## src/rtl/i2c_seq_pkg.sv

```systemverilog
// Shared types and constants for the I2C register-access sequencer.
// The optional command watchdog is enabled by defining I2C_SEQ_TIMEOUT_EN.
package i2c_seq_pkg;

  // Top-level sequencer states; each command state is split into ISSUE/WAIT phases.
  typedef enum logic [2:0] {
    ST_IDLE,
    ST_ADDR_W,
    ST_REG,
    ST_WDATA,
    ST_ADDR_R,
    ST_READ,
    ST_STOP,
    ST_FIN
  } state_t;

  typedef enum logic {
    PH_ISSUE,
    PH_WAIT
  } phase_t;

  // Completion status reported with done.
  localparam logic [1:0] ERR_OK      = 2'b00;
  localparam logic [1:0] ERR_NACK    = 2'b01;
  localparam logic [1:0] ERR_TIMEOUT = 2'b10;

  // R/W bit appended to the 7-bit slave address.
  localparam logic RW_WRITE = 1'b0;
  localparam logic RW_READ  = 1'b1;

  // Request fields captured when a transaction is accepted.
  typedef struct packed {
    logic       op;
    logic [6:0] dev_addr;
    logic [7:0] reg_addr;
    logic [7:0] wdata;
    logic [2:0] rd_len;
  } req_t;

  // Address byte as it appears on the bus.
  function automatic logic [7:0] addr_byte(input logic [6:0] dev, input logic rw);
    return {dev, rw};
  endfunction

endpackage

```

## src/rtl/i2c_seq_wdog.sv

```systemverilog
// Per-command watchdog: counts WAIT cycles and flags expiry after TIMEOUT_CYCLES.
// Only instantiated when I2C_SEQ_TIMEOUT_EN is defined.
module i2c_seq_wdog #(
  parameter int unsigned TIMEOUT_CYCLES = 100000
) (
  input  logic clk,
  input  logic reset,
  input  logic clear,
  input  logic enable,
  output logic expired
);

  localparam int unsigned CW = (TIMEOUT_CYCLES < 2) ? 1 : $clog2(TIMEOUT_CYCLES + 1);
  // Counter value during the last allowed WAIT cycle (value k-1 in WAIT cycle k).
  localparam logic [CW-1:0] LIMIT = CW'(TIMEOUT_CYCLES - 1);

  logic [CW-1:0] cnt_q;

  // Cycle counter: cleared in ISSUE, advances in WAIT, saturates at the limit.
  always_ff @(posedge clk or negedge reset) begin
    if (!reset) begin
      cnt_q <= '0;
    end else if (clear) begin
      cnt_q <= '0;
    end else if (enable && (cnt_q != LIMIT)) begin
      cnt_q <= cnt_q + 1'b1;
    end
  end

  assign expired = enable && (cnt_q == LIMIT);

endmodule

```

## src/rtl/i2c_seq_ctrl.sv

```systemverilog
// I2C register-write / burst-read sequencer driving a byte-level I2C master.
// Define I2C_SEQ_TIMEOUT_EN to add a per-command watchdog (err=10 on expiry).
module i2c_seq_ctrl
  import i2c_seq_pkg::*;
#(
  parameter int unsigned TIMEOUT_CYCLES = 100000
) (
  input  logic       clk,
  input  logic       reset,
  input  logic       req,
  input  logic       op,
  input  logic [6:0] dev_addr,
  input  logic [7:0] reg_addr,
  input  logic [7:0] wdata,
  input  logic [2:0] rd_len,
  output logic       busy,
  output logic       done,
  output logic [1:0] err,
  output logic [7:0] rd_data,
  output logic       rd_valid,
  output logic       rd_last,
  output logic       m_start,
  output logic       m_stop,
  output logic       m_write,
  output logic       m_read,
  output logic [7:0] m_data_in,
  output logic       m_ack_in,
  input  logic       m_done,
  input  logic       m_busy,
  input  logic       m_ack_err,
  input  logic [7:0] m_data_out
);

  state_t     state_q, state_d;
  phase_t     phase_q, phase_d;
  req_t       cfg_q;
  logic [2:0] byte_cnt_q;

  logic       accept;
  logic       capture;
  logic       last_byte;
  logic       err_set;
  logic [1:0] err_code;
  logic       timeout;
  logic       is_cmd;
  logic       is_write;
  state_t     nxt;

  assign last_byte = (byte_cnt_q == cfg_q.rd_len);

`ifdef I2C_SEQ_TIMEOUT_EN
  logic wd_clear;
  logic wd_enable;

  assign wd_clear  = (phase_q == PH_ISSUE);
  assign wd_enable = (phase_q == PH_WAIT) && is_cmd;

  i2c_seq_wdog #(
    .TIMEOUT_CYCLES(TIMEOUT_CYCLES)
  ) u_wdog (
    .clk    (clk),
    .reset  (reset),
    .clear  (wd_clear),
    .enable (wd_enable),
    .expired(timeout)
  );
`else
  assign timeout = 1'b0;
`endif

  // State and phase registers.
  always_ff @(posedge clk or negedge reset) begin
    if (!reset) begin
      state_q <= ST_IDLE;
      phase_q <= PH_ISSUE;
    end else begin
      // NOTE: sequential state uses <= so every register samples pre-edge values.
      state_q <= state_d;
      phase_q <= phase_d;
    end
  end

  // Next-state logic and Moore command outputs.
  always_comb begin
    // NOTE: every output gets a default first so no path can infer a latch.
    state_d   = state_q;
    phase_d   = phase_q;
    accept    = 1'b0;
    capture   = 1'b0;
    err_set   = 1'b0;
    err_code  = ERR_OK;
    is_cmd    = 1'b0;
    is_write  = 1'b0;
    nxt       = state_q;
    m_start   = 1'b0;
    m_stop    = 1'b0;
    m_write   = 1'b0;
    m_read    = 1'b0;
    m_data_in = 8'h00;
    m_ack_in  = 1'b0;

    case (state_q)
      ST_IDLE: begin
        if (req && !m_busy) begin
          accept  = 1'b1;
          state_d = ST_ADDR_W;
          phase_d = PH_ISSUE;
        end
      end
      ST_ADDR_W: begin
        is_cmd    = 1'b1;
        is_write  = 1'b1;
        m_start   = (phase_q == PH_ISSUE);
        m_write   = (phase_q == PH_ISSUE);
        m_data_in = addr_byte(cfg_q.dev_addr, RW_WRITE);
        nxt       = ST_REG;
      end
      ST_REG: begin
        is_cmd    = 1'b1;
        is_write  = 1'b1;
        m_write   = (phase_q == PH_ISSUE);
        m_data_in = cfg_q.reg_addr;
        nxt       = cfg_q.op ? ST_ADDR_R : ST_WDATA;
      end
      ST_WDATA: begin
        is_cmd    = 1'b1;
        is_write  = 1'b1;
        m_write   = (phase_q == PH_ISSUE);
        m_data_in = cfg_q.wdata;
        nxt       = ST_STOP;
      end
      ST_ADDR_R: begin
        is_cmd    = 1'b1;
        is_write  = 1'b1;
        m_start   = (phase_q == PH_ISSUE);
        m_write   = (phase_q == PH_ISSUE);
        m_data_in = addr_byte(cfg_q.dev_addr, RW_READ);
        nxt       = ST_READ;
      end
      ST_READ: begin
        is_cmd   = 1'b1;
        m_read   = (phase_q == PH_ISSUE);
        // Held through both phases so the master sees a stable ACK/NACK choice.
        m_ack_in = last_byte;
        capture  = (phase_q == PH_WAIT) && m_done;
        nxt      = last_byte ? ST_STOP : ST_READ;
      end
      ST_STOP: begin
        is_cmd = 1'b1;
        m_stop = (phase_q == PH_ISSUE);
        nxt    = ST_FIN;
      end
      ST_FIN: begin
        state_d = ST_IDLE;
        phase_d = PH_ISSUE;
      end
      default: begin
        state_d = ST_IDLE;
        phase_d = PH_ISSUE;
      end
    endcase

    // Shared ISSUE -> WAIT -> next-command sequencing for all command states.
    if (is_cmd) begin
      if (phase_q == PH_ISSUE) begin
        phase_d = PH_WAIT;
      end else if (m_done) begin
        phase_d = PH_ISSUE;
        if (is_write && m_ack_err) begin
          state_d  = ST_STOP;
          err_set  = 1'b1;
          err_code = ERR_NACK;
        end else begin
          state_d = nxt;
        end
      end else if (timeout) begin
        phase_d  = PH_ISSUE;
        err_set  = 1'b1;
        err_code = ERR_TIMEOUT;
        // A stuck STOP cannot be retried; finish the transaction directly.
        state_d  = (state_q == ST_STOP) ? ST_FIN : ST_STOP;
      end
    end
  end

  assign busy = (state_q != ST_IDLE) && (state_q != ST_FIN);
  assign done = (state_q == ST_FIN);

  // Request capture, byte counter, status and read-data registers.
  always_ff @(posedge clk or negedge reset) begin
    if (!reset) begin
      cfg_q      <= '0;
      byte_cnt_q <= 3'd0;
      err        <= ERR_OK;
      rd_data    <= 8'h00;
      rd_valid   <= 1'b0;
      rd_last    <= 1'b0;
    end else begin
      rd_valid <= capture;
      rd_last  <= capture && last_byte;
      if (capture) begin
        rd_data <= m_data_out;
      end
      if (accept) begin
        cfg_q      <= '{op: op, dev_addr: dev_addr, reg_addr: reg_addr,
                        wdata: wdata, rd_len: rd_len};
        byte_cnt_q <= 3'd0;
        err        <= ERR_OK;
      end else begin
        if (capture && !last_byte) begin
          byte_cnt_q <= byte_cnt_q + 3'd1;
        end
        if (err_set) begin
          err <= err_code;
        end
      end
    end
  end

endmodule

```

## config.mk

```make
export PLATFORM = sky130hd
export DESIGN_NAME = i2c_seq_ctrl
export DESIGN_NICKNAME = d
export VERILOG_FILES = /design/src/rtl/i2c_seq_pkg.sv /design/src/rtl/i2c_seq_wdog.sv /design/src/rtl/i2c_seq_ctrl.sv
export SDC_FILE = /design/constraint.sdc
export NUM_CORES = 1
export LEC_CHECK = 0
export CORE_MARGIN = 2
export CORE_UTILIZATION = 47
export DETAILED_ROUTE_END_ITERATION = 16
export PLACE_DENSITY = 0.78
export SLEW_MARGIN = 20
export SYNTH_ARGS = -nofsm -noshare
export SYNTH_HDL_FRONTEND = slang
export SYNTH_HIERARCHICAL = 1
export SYNTH_SLANG_ARGS = --single-unit
```

## constraint.sdc

```tcl
create_clock -name clk -period 1.7 [get_ports clk]
set_input_delay 0.34 -clock clk [delete_from_list [all_inputs] [get_ports clk]]
set_output_delay 0.34 -clock clk [all_outputs]
set_load 0.1 [all_outputs]
```

==> flow_summary.toml <==
[run_status]
status = "finished, violations left"
violations = "setup timing"

[timing]
setup_viol = 18
rsz0062_at_grt = "true"
hold_viol_final = 0
fmax_ghz = 0.513
setup_slack_ps = -249
fin_worst_skew_ps = 3.66
finalCriticalPeriod_ps = 1950
finalCritPeriodShare_pct = 115
drv_slew = 0

[synthesis]
synth.area.top_cells = "dfrtp_1 (49%), mux2_4 (16%), mux2_2 (5.4%), mux2i_1 (3.9%), nor2_1 (3.1%)"
synth_edf_count = 0
synth_warnings = 6
synth_ff_type = "dfrtp_1"
yosysTopAreaCellShare_pct = 48.9
synthTopCellsByCount = "dfrtp_1 (45), mux2_4 (24), nor2_1 (19)"
synth_nets = 235
synth.distinct_cells = 38
ys_seq_area_share_pct = 48.9
syn_area_mm2 = 0.00230
yosysMostFrequentCell = "dfrtp_1"
syn-instance-count = 193
async_flop_share_pct = 100
ys_seq_elements = 45
avgSynthCellArea_um2 = 11.9
synth_largest_area_cell = "dfrtp_1"

[worst_setup_path]
reg2reg_depth = 6
path_buf_inv = 1
start_kind = "flop"
reg2reg_slack_ps = -10
cp_cell_sequence = "nor2_1 -> and2_4 -> nand2_1 -> o21ai_4 -> buf_12"
required_ps = 1360
slowest_delay_ps = 480
critPathTopFamily = "simple AND/OR/NAND/NOR gates"
arrival_ps = 1610
critPathKind = "flop to primary output"
reg2reg_from = "state_q[1]"
cpMaxStageDelayCell = "dfrtp_2"
reg2reg_to = "rd_data[5]"
crit_path_max_fanout = 6
endpoint_kind = "primary output"

[flow_run]
cap_violations = 0

[detailed_routing]
dr.pass1.iters = 5
wl_um = 7080
first_iter_violations = 157
drc = 0
drtAntennaViolNets = 0
num_vias = 1942
via_per_inst = 5.41
wl_per_cell_um = 19.7

[die]
rows = 25
dieArea_mm2 = 0.00548
ios = 68
initial_core_util_pct = 48.8
fp.coreArea_mm2 = 0.00472
die_w_um = 74.0
die_h_um = 74.0

[clock_tree]
cts_root_buf = "clkbuf_8"
cts_tree = "built"
clock_latency_ps = 310
cts_buffers = 5
htreeDepth = 2
clock-sinks = 45
path_clk_slew_ps = 90
clock_path_buffers = 2

[worst_hold_path]
hold_class = "input port to asynchronous set/reset pin"

[global_routing]
grt_pass1_vias = 2040
overflow = 0
grt_pass1_wl_um = 10300
grt_max_degree = 28
grt_usage_pct = 25.7
antenna_found_initial = 0

[finish]
n_antenna_cell = 0
fill_cells = 212
final_util_pct = 85.2
nets = 333
syn_to_final_growth_pct = 74.7
post_route_cells_drive_above_1_share_pct = 51.0
design_area_mm2 = 0.00402

[placed_design]
io_buffers = 66
hpwl_um = 4330
gp_congestion = 0.869
placed_cell_area_mm2 = 0.00363
-- cell type report --
cell class	count	area [um^2]	area share, %
Clock inverter	2	38.8	0.964
Multi-Input combinational cell	133	1380	34.4
Clock buffer	6	72.6	1.80
Tap cell	67	83.8	2.08
Inverter	3	13.8	0.342
Sequential cell	45	1130	28.1
Timing Repair Buffer	103	1300	32.3
-- flip-flops by register name, indices dropped and copies added (netlist names) --
| register | cells |
|---|---|
| byte_cnt_q | 3 |
| cfg_q | 27 |
| err | 1 |
| phase_q | 1 |
| rd_data | 8 |
| rd_last | 1 |
| rd_valid | 1 |
| state_q | 3 |
-- cell families (layout without fill, tap and decap cells) --
logic type | after synthesis | count (layout) | synth area share [%]
flops | 45 | 45 | 48.9
other cells | 1 | 1 | 0.163
mux | 44 | 44 | 24.9
fa+ha+maj | 1 | 1 | 0.543
buf+inv | 15 | 114 | 4.56
compound gates | 32 | 32 | 8.20
simple gates | 51 | 51 | 11.2
xor+xnor | 4 | 4 | 1.52
-- worst max path at each step --
stage | end | depth (start not counted) | startpoint
after floorplan | m_start | 4 | state_q[0]
after global placement | rd_data[4] | 5 | m_done
after detailed placement | rd_data[6] | 5 | m_done
after CTS | m_data_in[4] | 6 | state_q[1]
after global routing | m_data_in[2] | 5 | state_q[0]
final | m_data_in[3] | 5 | state_q[0]
-- routing by layer --
layer	part of all wire, %	vias to the layer above	global-route usage [%]
li1	-	866	-
met4	1.9	0	7.88
met1	40	998	31.7
met2	54	65	45.6
met3	3.9	13	4.74
met5	0	-	0
-- placed cells by master (no fill, tap or decap), types with 5 or more instances in the layout --
| master | n |
|---|---|
| buf_4 | 22 |
| clkdlybuf4s50_1 | 39 |
| mux2_4 | 32 |
| mux2i_1 | 8 |
| o21ai_4 | 7 |
| clkbuf_8 | 5 |
| dfrtp_1 | 41 |
| nor2_4 | 6 |
| nor2_1 | 11 |
| buf_12 | 30 |
| a21oi_2 | 7 |
| nand2_1 | 12 |
| buf_6 | 8 |
-- repair_timing --
item                                    in CTS  in global routing
resized for setup                           28                 16
hold buffers                                 1                  0
setup buffers                                9                  1
hold endpoints to repair                     5                  0
cloned                                       0                  1
endpoints found under the setup margin      15                 26
pin swaps                                    7                  4
-- per-stage QoR --
step	hold slack [ps]	TNS (ps)	setup WS, ps	std cells
3_5_place_dp	325	-241	-40.4	339
3_3_place_gp	318	-17.5	-2.88	339
2_1_floorplan	44.4	-2070	-207	193
4_1_cts	518	-2250	-206	357
5_1_grt	527	-4030	-350	359
6_report	512	-2870	-249	359
Power is left out: the tool's default activity adds up to more than one toggle a clock period on the data nets, which glitch-free logic cannot reach.
